File: src/rtl/led_seq_ctrl.sv
// Status-LED pattern sequencer: slow step tick, four pattern modes with a
// tick-aligned mode-change handshake, and PWM dimming on the registered output.
module led_seq_ctrl #(
  parameter int NUM_LEDS  = 5,
  parameter int LOG2DELAY = 22,
  parameter int PWM_BITS  = 4
) (
  input  logic                clk,
  input  logic                rst,
  input  logic                mode_req,
  input  logic [1:0]          mode_sel,
  output logic                mode_ack,
  input  logic                pause,
  input  logic                bright_we,
  input  logic [PWM_BITS-1:0] bright_in,
  output logic [1:0]          cur_mode,
  output logic [NUM_LEDS-1:0] leds
);

  localparam int SW = NUM_LEDS;
  localparam logic [SW-1:0] STEP_LAST = SW'(NUM_LEDS - 1);
  localparam logic [SW-1:0] STEP_FULL = SW'(NUM_LEDS);
  localparam logic [NUM_LEDS-1:0] LED_ONE = {{(NUM_LEDS-1){1'b0}}, 1'b1};

  typedef enum logic {ST_RUN, ST_PEND} state_t;
  typedef enum logic [1:0] {M_GRAY, M_SCAN, M_FILL, M_BLINK} mode_t;

  state_t                state_q;
  mode_t                 mode_q;
  mode_t                 pend_q;
  logic [LOG2DELAY-1:0]  presc_q;
  logic [PWM_BITS-1:0]   pwm_q;
  logic [PWM_BITS-1:0]   bright_q;
  logic [SW-1:0]         step_q;
  logic [SW-1:0]         step_d;
  logic                  dir_down_q;
  logic                  dir_down_d;
  logic [NUM_LEDS-1:0]   pat_q;
  logic [NUM_LEDS-1:0]   pat_d;
  logic [NUM_LEDS-1:0]   init_pat;
  logic [NUM_LEDS-1:0]   scan_mask;
  logic [NUM_LEDS-1:0]   fill_mask;
  logic                  ack_q;
  logic [NUM_LEDS-1:0]   leds_q;
  logic                  tick;
  logic                  pwm_on;

  assign tick   = ~pause & (&presc_q);
  assign pwm_on = (&bright_q) | (pwm_q < bright_q);

  // Normal one-step advance of the active mode; only committed on a tick in RUN.
  always_comb begin
    step_d     = step_q;
    dir_down_d = dir_down_q;
    case (mode_q)
      M_GRAY: step_d = step_q + SW'(1);
      M_SCAN: begin
        step_d = dir_down_q ? (step_q - SW'(1)) : (step_q + SW'(1));
        if (step_d == STEP_LAST) begin
          dir_down_d = 1'b1;
        end else if (step_d == '0) begin
          dir_down_d = 1'b0;
        end
      end
      M_FILL:  step_d = (step_q == STEP_FULL) ? '0 : (step_q + SW'(1));
      default: step_d = step_q ^ SW'(1);
    endcase
  end

  for (genvar gi = 0; gi < NUM_LEDS; gi++) begin : g_mask
    assign scan_mask[gi] = (step_d == SW'(gi));
    assign fill_mask[gi] = (SW'(gi) < step_d);
  end

  always_comb begin
    pat_d = '0;
    case (mode_q)
      M_GRAY:  pat_d = step_d ^ (step_d >> 1);
      M_SCAN:  pat_d = scan_mask;
      M_FILL:  pat_d = fill_mask;
      default: pat_d = step_d[0] ? '0 : '1;
    endcase
  end

  always_comb begin
    init_pat = '0;
    case (pend_q)
      M_SCAN:  init_pat = LED_ONE;
      M_BLINK: init_pat = '1;
      default: init_pat = '0;
    endcase
  end

  always_ff @(posedge clk) begin
    if (rst) begin
      state_q    <= ST_RUN;
      mode_q     <= M_GRAY;
      pend_q     <= M_GRAY;
      presc_q    <= '0;
      pwm_q      <= '0;
      bright_q   <= '1;
      step_q     <= '0;
      dir_down_q <= 1'b0;
      pat_q      <= '0;
      ack_q      <= 1'b0;
      leds_q     <= '0;
    end else begin
      if (!pause) begin
        presc_q <= presc_q + LOG2DELAY'(1);
      end
      pwm_q <= pwm_q + PWM_BITS'(1);
      if (bright_we) begin
        bright_q <= bright_in;
      end
      ack_q <= 1'b0;
      case (state_q)
        ST_RUN: begin
          if (tick) begin
            step_q     <= step_d;
            dir_down_q <= dir_down_d;
            pat_q      <= pat_d;
          end
          // The ack cycle itself never opens a new transaction.
          if (mode_req && !ack_q) begin
            pend_q  <= mode_t'(mode_sel);
            state_q <= ST_PEND;
          end
        end
        default: begin
          if (tick) begin
            mode_q     <= pend_q;
            step_q     <= '0;
            dir_down_q <= 1'b0;
            pat_q      <= init_pat;
            state_q    <= ST_RUN;
            ack_q      <= 1'b1;
          end
        end
      endcase
      leds_q <= pat_q & {NUM_LEDS{pwm_on}};
    end
  end

  assign mode_ack = ack_q;
  assign cur_mode = mode_q;
  assign leds     = leds_q;

endmodule

File: config.mk
export PLATFORM = sky130hd
export DESIGN_NAME = led_seq_ctrl
export DESIGN_NICKNAME = d
export VERILOG_FILES = /design/src/rtl/led_seq_ctrl.sv
export SDC_FILE = /design/constraint.sdc
export NUM_CORES = 1
export LEC_CHECK = 0
export CAP_MARGIN = 5
export CELL_PAD_IN_SITES_DETAIL_PLACEMENT = 1
export CELL_PAD_IN_SITES_GLOBAL_PLACEMENT = 2
export CORE_MARGIN = 2
export CORE_UTILIZATION = 39
export DETAILED_ROUTE_END_ITERATION = 10
export GPL_TIMING_DRIVEN = 0
export PLACE_DENSITY = 0.95
export SKIP_LAST_GASP = 1
export SYNTH_ARGS = -nofsm -noshare
export SYNTH_HDL_FRONTEND = slang
export SYNTH_SLANG_ARGS = --single-unit
export TNS_END_PERCENT = 10
File: constraint.sdc
create_clock -name clk -period 7.1 [get_ports clk]
set_input_delay 1.42 -clock clk [delete_from_list [all_inputs] [get_ports clk]]
set_output_delay 1.42 -clock clk [all_outputs]
set_load 0.05 [all_outputs]
# --- Word-level counts from Yosys, hierarchy flattened ---
# Cells that the tools add are included.
classes:
  addsub: 4
  multipliers: 0
  div: 0
  magnitude_cmp: 6
  n_eq_ne: 10
  n_shift: 0
  mux: 22
  bitwise_logic: 7
  n_reduce_logical: 13
ops:
  columns: ["op", "n"]
  rows:
  - ["two-way mux 5 bit", 9]
  - ["one-hot mux 5 bit (3 select lines)", 2]
  - ["adder 22 x 1 -> 22 bit (second input constant)", 1]
  - ["AND reduction 22 bit", 1]
  - ["equality test 5 x 3 -> 1 bit (second input constant)", 3]
  - ["equality test 5 x 2 -> 1 bit (second input constant)", 2]
  - ["zero test 5 bit", 2]
  - ["less-than comparator 1 x 5 -> 1 bit (first input constant)", 2]
  - ["less-than comparator 2 x 5 -> 1 bit (first input constant)", 2]
  - ["two-way mux 1 bit", 10]
  - ["one-hot mux 5 bit (2 select lines)", 1]
  - ["adder 5 x 1 -> 5 bit (second input constant)", 1]
  - ["AND 5 bit", 1]
  - ["equality test 5 x 1 -> 1 bit (second input constant)", 1]
  - ["less-than comparator 3 x 5 -> 1 bit (first input constant)", 1]
  - ["subtractor 5 x 1 -> 5 bit (second input constant)", 1]
  - ["XOR 5 x 4 -> 5 bit", 1]
  - ["adder 4 x 1 -> 4 bit (second input constant)", 1]
  - ["equality test 2 x 1 -> 1 bit (second input constant)", 2]
  - ["equality test 2 bit (second input constant)", 2]
  - ["less-than comparator 4 bit", 1]
  - ["AND reduction 2 bit", 2]
  - ["AND reduction 4 bit", 1]
  - ["inverter 1 bit", 3]
  - ["9 further kinds", 9]
totals:
  regBits: 52
  latchBits: 0
  ram_bits: 0
  romBits: 0
  output_inout_bits: 8
  wordCells: 73
  mem_count: 0

# --- Longest topological paths before layout ---
# Gate-level depths: netlist of the first run.
logic_depth:
  depth_word: 8
  ltp_mapped: 13
  mapped_depth_nobuf: 13

# --- Least setup slack after synthesis of the first run ---
# Ideal clock, no wire load.
synth_path:
  path_kind: "input to register"
  from: "input port pause"
  to: "register pat_q[3]"
  t_arrival_ns: 2.775
  slack_ns: 4.251
  cell_stages: 6
  n_path_buf: 1
  cell_sequence: "and4b_4 nand4_4 or2_1 buf_6 or3_4 o22ai_1"
synth_via:
  elab_chain_len: 2
synth_lines:
  columns: ["element", "line_no", "rtl"]
  rows:
  - ["start, declared", "13", "input logic pause,"]
  - ["inverter 1 bit", "48", "assign tick = ~pause & (&presc_q);"]
  - ["AND 1 bit", "48", null]
  - ["end signal, assigned", "121", "pat_q <= pat_d;"]
  - ["end signal, assigned", "134", "pat_q <= init_pat;"]
  - ["end, declared", "38", "logic [NUM_LEDS-1:0] pat_q;"]
# Every way passes these cells.
# A chain may end at the register's enable or synchronous reset.

# --- Worst setup path after layout of the first run ---
layout_path:
  from: "register step_q[1]"
  to: "register pat_q[1]"
layout_via:
  elab_chain_len: 7
layout_lines:
  columns: ["element", "line_no", "rtl"]
  rows:
  - ["start, declared", "34", "logic [SW-1:0] step_q;"]
  - ["start signal, assigned", "119", "step_q <= step_d;"]
  - ["adder 5 x 1 -> 5 bit, or another cell as far along", "56, 58, 65", null]
  - ["two-way mux 5 bit, on equally long branches", "65, 58", null]
  - ["one-hot mux 5 bit (3 select lines) (*)", "55", "case (mode_q)"]
  - ["less-than comparator 1 x 5 -> 1 bit, or another cell as far along", "72", "assign fill_mask[gi] = (SW'(gi) < step_d);"]
  - ["one-hot mux 5 bit (3 select lines) (*)", "77", "case (mode_q)"]
  - ["two-way mux 5 bit (*)", "118", "if (tick) begin"]
  - ["two-way mux 5 bit (*)", "116", "case (state_q)"]
# Mark *: on every way between the ends. The rest lies on a longest branch, timed or not. The select of a mux whose other input is x is not followed.

==> run_results.csv, run 1 <==
group,metric,value,unit
logic_synthesis,synth_ff_type,"sky130_fd_sc_hd__dfxtp_1",
floorplan,coreArea,0.00679,mm^2
global_routing,global_route.usage.met1,25.1,%
worst_setup_path,worstSetupPathType,"reg2reg",
worst_setup_path,ff2ff_path_depth,12,
timing,period_minus_slack,3.65,ns
timing,clock-skew-final,0.0122,ns
logic_synthesis,netlist.top_cell.by_area,"sky130_fd_sc_hd__dfxtp_1",
logic_synthesis,ys_warn_count,0,
clock_network,cts-hold-fix-buffers,0,
logic_synthesis,synth_async_sr_flop_share,0,%
place,total_of_buffers_placed_on_input_and_output_ports,17,
worst_setup_path,crit_path_end_kind,"flip-flop",
logic_synthesis,synth_top_cell_area_share,37.8,%
logic_synthesis,synthesis.nets,344,
detailed_routing,vias,2333,
worst_setup_path,rr_endpoint,"pat_q[1]",
timing,timing.slew.headroom,27.2,%
clock_network,clk_latency,0.31,ns
global_routing,number_of_antenna_violations_at_the_first_check_in_global_routing,0,
power_and_ir_drop,max-vdd-ir-drop,0.0832,mV
detailed_routing,routed_via_density,5.33,
logic_synthesis,netlist_area,0.00275,mm^2
clock_network,htree_levels,2,
worst_setup_path,cp_data_arrival_time,3.90,ns
outcome,outcome,"finished clean",
layout,area_delta_synth_final,13.6,%
place,routabilityCongestion,0.865,
timing,setup_tns,0,ns
min_path,hold_path_startpoint,"pat_q[4]",
clock_network,postCtsSetupRepairBufs,0,
detailed_routing,remaining_drc_errors,0,
logic_synthesis,post_synth_inst_count,317,
timing,final_min_period_over_clock_period,51.5,%
global_routing,grt_pass1_wl,11700,um
global_routing,globalRouteMet2Util,33.9,%
timing,grt_setup_unrepaired,"false",
job,max_cap_violations,0,
global_routing,globalRouteOverflowTotal,0,
global_routing,groute.usage.overall,19.5,%
worst_setup_path,crit_cells,12,
logic_synthesis,synth_area_per_cell,8.68,um^2
clock_network,ctsResizeCount,0,
floorplan,die_area,0.00774,mm^2
layout,finalNetCount,368,
worst_setup_path,cp.required,7.35,ns
global_routing,grt_pass1_vias,2383,
detailed_routing,dr.first_iter.drc_count,102,
detailed_routing,drt.antenna.violating_nets,0,
floorplan,die_y,88.0,um
global_routing,globalRoute.busiestLayer,"met2",
worst_setup_path,cp-endpoint,"pat_q[1]",
worst_setup_path,cp_max_fo,6,
logic_synthesis,ys_seq_area_share,37.8,%
floorplan,design.portCount,19,
place,dp_hpwl,5060,um
timing,clock.fmax,274,MHz
logic_synthesis,netlist_top_cells_count,"52 x sky130_fd_sc_hd__dfxtp_1, 29 x sky130_fd_sc_hd__nor2_1, 27 x sky130_fd_sc_hd__nand2_1",
clock_network,cts.clk_slew.worst_paths,0.09,ns
detailed_routing,dr.pass1.iters,4,
timing,tightestPinTransition,1.08,ns
worst_setup_path,cp_startpoint,"step_q[1]",
worst_setup_path,critPathSlowestCell,"sky130_fd_sc_hd__nor4bb_1",
timing,timing.final.max_slew_violations,0,
layout,final_layout_size_suffix_gt1_share,6.73,%
layout,layout.core_utilization,46.0,%
logic_synthesis,post-synth-top-count-cell,"sky130_fd_sc_hd__dfxtp_1",
worst_setup_path,crit_path_max_incr_delay,0.91,ns
worst_setup_path,reg2reg_setup_slack,3.45,ns
logic_synthesis,cells_taking_the_most_area_after_synthesis,"sky130_fd_sc_hd__dfxtp_1 38%, sky130_fd_sc_hd__ha_1 7.3%, sky130_fd_sc_hd__xnor2_1 5.4%",
detailed_routing,postRouteWirelength,6740,um
min_path,timing.hold.worst.class,"reg2reg",
global_routing,met3_usage,3.39,%
global_routing,grt_start_max_net_pins,16,
worst_setup_path,timing.critical_path.from_type,"flip-flop",
floorplan,initial_utilization,40.5,%
timing,finalSetupViolCount,0,
clock_network,clock_tree.buffer_depth,2,
worst_setup_path,worst-path-buf-inv,1,
floorplan,placement_rows,30,
clock_network,cts_num_sinks,52,
detailed_routing,routed_wire_per_std_cell,15.4,um
worst_setup_path,path_delay_family,"simple AND/OR/NAND/NOR gates",
logic_synthesis,synth-seq-cells,52,
power_and_ir_drop,static-leakage-power,1.16,nW
logic_synthesis,synth_edf_count,0,
clock_network,clock_tree.root_cell,"sky130_fd_sc_hd__clkbuf_8",
timing,timing.final.hold_violations,0,
clock_network,numCtsBuffers,5,
power_and_ir_drop,power.density_cell_area,160,mW/mm^2
worst_setup_path,r2r_start,"step_q[1]",
floorplan,die_width,88.0,um
layout,antenna_cells_inserted,0,
worst_setup_path,cp_cell_sequence,"inv_1 -> ha_1 -> nor4bb_1 -> nand2_1 -> nand2_1 -> mux2i_1 -> ha_1 -> nor2b_1 -> a311oi_1 -> a211oi_1 -> or3_1 -> a21oi_1",
logic_synthesis,yosys.cell_types.count,56,
clock_network,cts_tree,"built",
[cell type report]
class	count	area [um^2]
Fill cell	826	3670
Multi-Input combinational cell	234	1570
Sequential cell	52	1040
Timing Repair Buffer	17	170
Tap cell	96	120
Buffer	16	80.1
Clock buffer	7	76.3
Inverter	15	56.3
Clock inverter	1	8.76
[tightest hold or removal path: stages (launching register included)]
cell                      delay (ns)
sky130_fd_sc_hd__dfxtp_1        0.31
sky130_fd_sc_hd__nand2_1        0.07
sky130_fd_sc_hd__a21oi_1        0.04
[worst min-delay path by stage]
stage,to,slack (ns),cells after the start
6_report,leds[4],0.45,2
3_3_place_gp,leds[1],0.44,2
4_1_cts,leds[4],0.46,2
3_5_place_dp,leds[3],0.45,2
5_1_grt,leds[4],0.48,2
2_1_floorplan,leds[1],0.41,2
[cell families (layout without fill, tap and decap cells)]
group	Yosys count	count (layout)	share of synthesized area, %
buf+inv	31	56	4.96
fa+ha+maj	16	16	7.28
xor+xnor	23	23	7.32
compound gates	63	63	15.2
flops	52	52	37.8
simple gates	125	125	24.8
mux	7	7	2.55
[layout by cell type (no fill, tap or decap), drive strengths merged, types with 3 or more instances in the layout]
cell,count
or3,8
a31oi,5
dfxtp,52
buf,5
inv,15
and4,4
o31ai,4
clkbuf,18
nand3,13
o211ai,7
ha,16
xor2,6
nor2b,6
a21oi,17
and3,3
nor2,29
nor3,8
xnor2,17
and2,3
o21ai,6
nand2,27
o22ai,6
a21o,5
mux2i,7
clkdlybuf4s50,17
nand4,9
[stage by stage]
stage          power, mW  instances  hold WS (ns)  setup WS [ns]  area [um^2]
2_1_floorplan      0.328        317         0.412           4.25         2750
3_3_place_gp       0.341        430         0.441           3.58         3040
3_5_place_dp       0.342        430         0.448           3.53         3040
4_1_cts            0.506        438         0.457           3.48         3130
5_1_grt            0.526        438         0.481           3.18         3130
6_report           0.502        438         0.455           3.45         3130
[sequential cells by signal, summed over array words and instances, names as in the netlist]
| signal | cells |
|---|---|
| presc_q | 22 |
| pat_q | 5 |
| leds | 5 |
| state_q | 1 |
| dir_down_q | 1 |
| mode_ack | 1 |
| cur_mode | 2 |
| step_q | 5 |
| pwm_q | 4 |
| pend_q | 2 |
| bright_q | 4 |
[power by group]
group / leakage (nW) / switching, mW / internal [mW]
logic: 0.699 / 0.0180 / 0.0150
registers: 0.421 / 0.00513 / 0.297
clock network: 0.0424 / 0.0960 / 0.0706
total: 1.16 / 0.119 / 0.382
[routing by layer]
metal  vias up  wire length, um
met5         -                0
met4         0               65
met3         8              181
met2        24             3290
met1      1121             3210
li1       1180                -
Note: power is estimated with default switching activity, not from simulation.
==> inputs of run 2 (changes only) <==
--- a/config.mk
+++ b/config.mk
@@ -9,10 +9,10 @@
 export CELL_PAD_IN_SITES_DETAIL_PLACEMENT = 1
 export CELL_PAD_IN_SITES_GLOBAL_PLACEMENT = 2
 export CORE_MARGIN = 2
-export CORE_UTILIZATION = 39
+export CORE_UTILIZATION = 33
 export DETAILED_ROUTE_END_ITERATION = 10
 export GPL_TIMING_DRIVEN = 0
-export PLACE_DENSITY = 0.95
+export PLACE_DENSITY = 0.87
 export SKIP_LAST_GASP = 1
 export SYNTH_ARGS = -nofsm -noshare
 export SYNTH_HDL_FRONTEND = slang
==> constraint.sdc (replaced) <==
create_clock -name clk -period 3.31 [get_ports clk]
set_input_delay 0.662 -clock clk [delete_from_list [all_inputs] [get_ports clk]]
set_output_delay 0.662 -clock clk [all_outputs]
set_load 0.05 [all_outputs]
==> run 2 against run 1 <==
Net effect: first-iteration DRC count shrank 31%; highest routed layer unchanged; core utilization shrank 5.8 points; critical path depth shrank 2; fmax grew 19%; clock skew shrank 0.0062 ns; clock power grew to 2.7 times the previous value; power grew 130%; critical endpoint unchanged; register-to-register slack lost 3.2 ns; non-clock buffer count grew 8; wire length grew 6.4%; largest cell class unchanged; sequential power grew 110%.
==> run_results.csv, run 2 (synthesized netlist as in run 1, its figures left out) <==
group,metric,value,unit
worst_setup_path,timing.critical_path.from_type,"flip-flop",
clock_network,clock_tree.buffer_depth,2,
worst_setup_path,critPathSlowestCell,"sky130_fd_sc_hd__clkbuf_1",
detailed_routing,routed_wire_per_std_cell,15.8,um
clock_network,clk_latency,0.31,ns
layout,final_common_cell,"sky130_fd_sc_hd__dfxtp_1",
clock_network,numCtsBuffers,5,
timing,timing.final.hold_violations,0,
layout,final_layout_size_suffix_gt1_share,12.0,%
power_and_ir_drop,finalPower,1.16,mW
place,place.detailed.instances,439,
worst_setup_path,crit_path_max_incr_delay,0.45,ns
place,total_of_buffers_placed_on_input_and_output_ports,17,
global_routing,grt_pass1_wl,11800,um
layout,finalNetCount,376,
timing,grt_setup_unrepaired,"false",
worst_setup_path,crit_path_end_kind,"flip-flop",
detailed_routing,drt.antenna.violating_nets,0,
layout,top_register_by_number_of_flip_flops,"presc_q",
floorplan,initial_utilization,33.8,%
layout,area_delta_synth_final,18.8,%
detailed_routing,routed_via_density,5.29,
clock_network,cts-hold-fix-buffers,0,
worst_setup_path,cpMostUsedCell,"sky130_fd_sc_hd__clkbuf_1",
worst_setup_path,cp_startpoint,"cur_mode[0]",
timing,final_min_period_over_clock_period,92.4,%
detailed_routing,postRouteWirelength,7170,um
detailed_routing,dr.pass1.iters,4,
timing,finalSetupViolCount,0,
min_path,timing.hold.worst.class,"reg2reg",
floorplan,die_width,95.3,um
timing,timing.final.max_slew_violations,0,
layout,most-common-layout-cells,"52 x sky130_fd_sc_hd__dfxtp_1, 29 x sky130_fd_sc_hd__nor2_1, 27 x sky130_fd_sc_hd__nand2_1",
worst_setup_path,cp.required,3.55,ns
clock_network,htree_levels,2,
floorplan,placement_rows,33,
timing,clock.fmax,327,MHz
timing,clock-skew-final,0.00599,ns
timing,tightestPinTransition,0.573,ns
worst_setup_path,rr_endpoint,"pat_q[1]",
worst_setup_path,reg2reg_setup_slack,0.25,ns
clock_network,cts_num_sinks,52,
worst_setup_path,r2r_start,"cur_mode[0]",
worst_setup_path,ff2ff_path_depth,10,
min_path,hold_depth,2,
global_routing,grt_pass1_vias,2401,
worst_setup_path,cp_data_arrival_time,3.30,ns
worst_setup_path,cp_max_fo,10,
clock_network,cts_tree,"built",
place,routabilityCongestion,0.863,
timing,timing.slew.headroom,61.6,%
layout,antenna_cells_inserted,0,
min_path,worst_hold_path.endpoint,"leds[2]",
global_routing,globalRouteOverflowTotal,0,
clock_network,cts.clk_slew.worst_paths,0.10,ns
place,dp_hpwl,5200,um
layout,final-instance-count-excl-fill,455,
floorplan,die_area,0.00908,mm^2
floorplan,design.portCount,19,
detailed_routing,remaining_drc_errors,0,
min_path,hold_path_startpoint,"pat_q[2]",
floorplan,coreArea,0.00813,mm^2
detailed_routing,dr.first_iter.drc_count,70,
outcome,outcome,"finished clean",
global_routing,groute.usage.overall,16.6,%
power_and_ir_drop,static-leakage-power,1.23,nW
detailed_routing,vias,2407,
layout,num-fill-cells,970,
job,max_cap_violations,0,
worst_setup_path,worstSetupPathType,"reg2reg",
clock_network,clock_tree.root_cell,"sky130_fd_sc_hd__clkbuf_8",
timing,period_minus_slack,3.06,ns
power_and_ir_drop,power.density_cell_area,356,mW/mm^2
power_and_ir_drop,max-vdd-ir-drop,0.175,mV
floorplan,die_y,95.3,um
worst_setup_path,cp_cell_sequence,"clkbuf_1 -> clkbuf_1 -> o22ai_1 -> mux2i_2 -> ha_1 -> nor2b_1 -> a311oi_2 -> a211oi_1 -> or3_1 -> a21oi_1",
timing,hold-worst-slack,0.459,ns
layout,largest_register_ff_count,22,
global_routing,number_of_antenna_violations_at_the_first_check_in_global_routing,0,
global_routing,grt_start_max_net_pins,18,
## run 2: changes by cell type in the layout (fill, tap and decap cells not counted), moves of 2 or more
cell	change
sky130_fd_sc_hd__clkbuf_1	-5
sky130_fd_sc_hd__buf_4	+8
sky130_fd_sc_hd__clkinvlp_4	+2
sky130_fd_sc_hd__clkbuf_2	+2
## run 2: final cells by class
type	count	area, um^2	share of cell area (%)
Buffer	16	86.3	2.64
Clock buffer	5	68.8	2.10
Clock inverter	3	46.3	1.42
Inverter	15	60.1	1.84
Multi-Input combinational cell	234	1610	49.1
Sequential cell	52	1040	31.8
Tap cell	105	131	4.02
Timing Repair Buffer	25	230	7.04
## run 2: worst max path at each step
| stage | end | slack, ns | cells after the start |
|---|---|---|---|
| floorplan | pat_q[1] | 0.49 | 10 |
| global placement | pat_q[1] | -0.16 | 12 |
| detailed placement | pat_q[1] | -0.18 | 13 |
| CTS | pat_q[1] | 0.05 | 12 |
| global route | pat_q[1] | 0.02 | 13 |
| finish | pat_q[1] | 0.25 | 10 |
## run 2: repair_timing
action                                  CTS  global route
pin swaps                                 0             2
endpoints found under the setup margin    1             1
gates resized for setup                   3            11
setup buffers                             0             8
cloned                                    0             0
## run 2: stage by stage
| stage | utilization (%) | cell area (um^2) | setup slack (ns) | TNS, ns |
|---|---|---|---|---|
| after global routing | 40.2 | 3270 | 0.0162 | 0 |
| after CTS | 39.1 | 3180 | 0.0498 | 0 |
| final | 40.2 | 3270 | 0.252 | 0 |
| after detailed placement | 37.5 | 3050 | -0.180 | -0.180 |
| after floorplan | - | 2750 | 0.487 | 0 |
| after global placement | 37.5 | 3050 | -0.164 | -0.164 |
## run 2: critical path: cells and delay by family, from the launching register on
family                   cells  cell delay [ns]
AND/OR/NAND/NOR              2             0.48
multiplexers                 1             0.35
buffers and inverters        2             0.83
adder cells (fa/ha/maj)      1             0.29
AO/OA/AOI/OAI                4             0.69
flip-flops                   1             0.35
## run 2: routing by layer
| metal | global-route usage [%] | wire, um |
|---|---|---|
| met1 | 20.8 | 3370 |
| met4 | 4.35 | 94 |
| met5 | 0 | 0 |
| met2 | 29.6 | 3550 |
| met3 | 2.61 | 163 |
## run 2: power breakdown
group	switching, mW	internal, mW
sequential	0.0111	0.637
clock	0.218	0.228
combinational	0.0386	0.0323
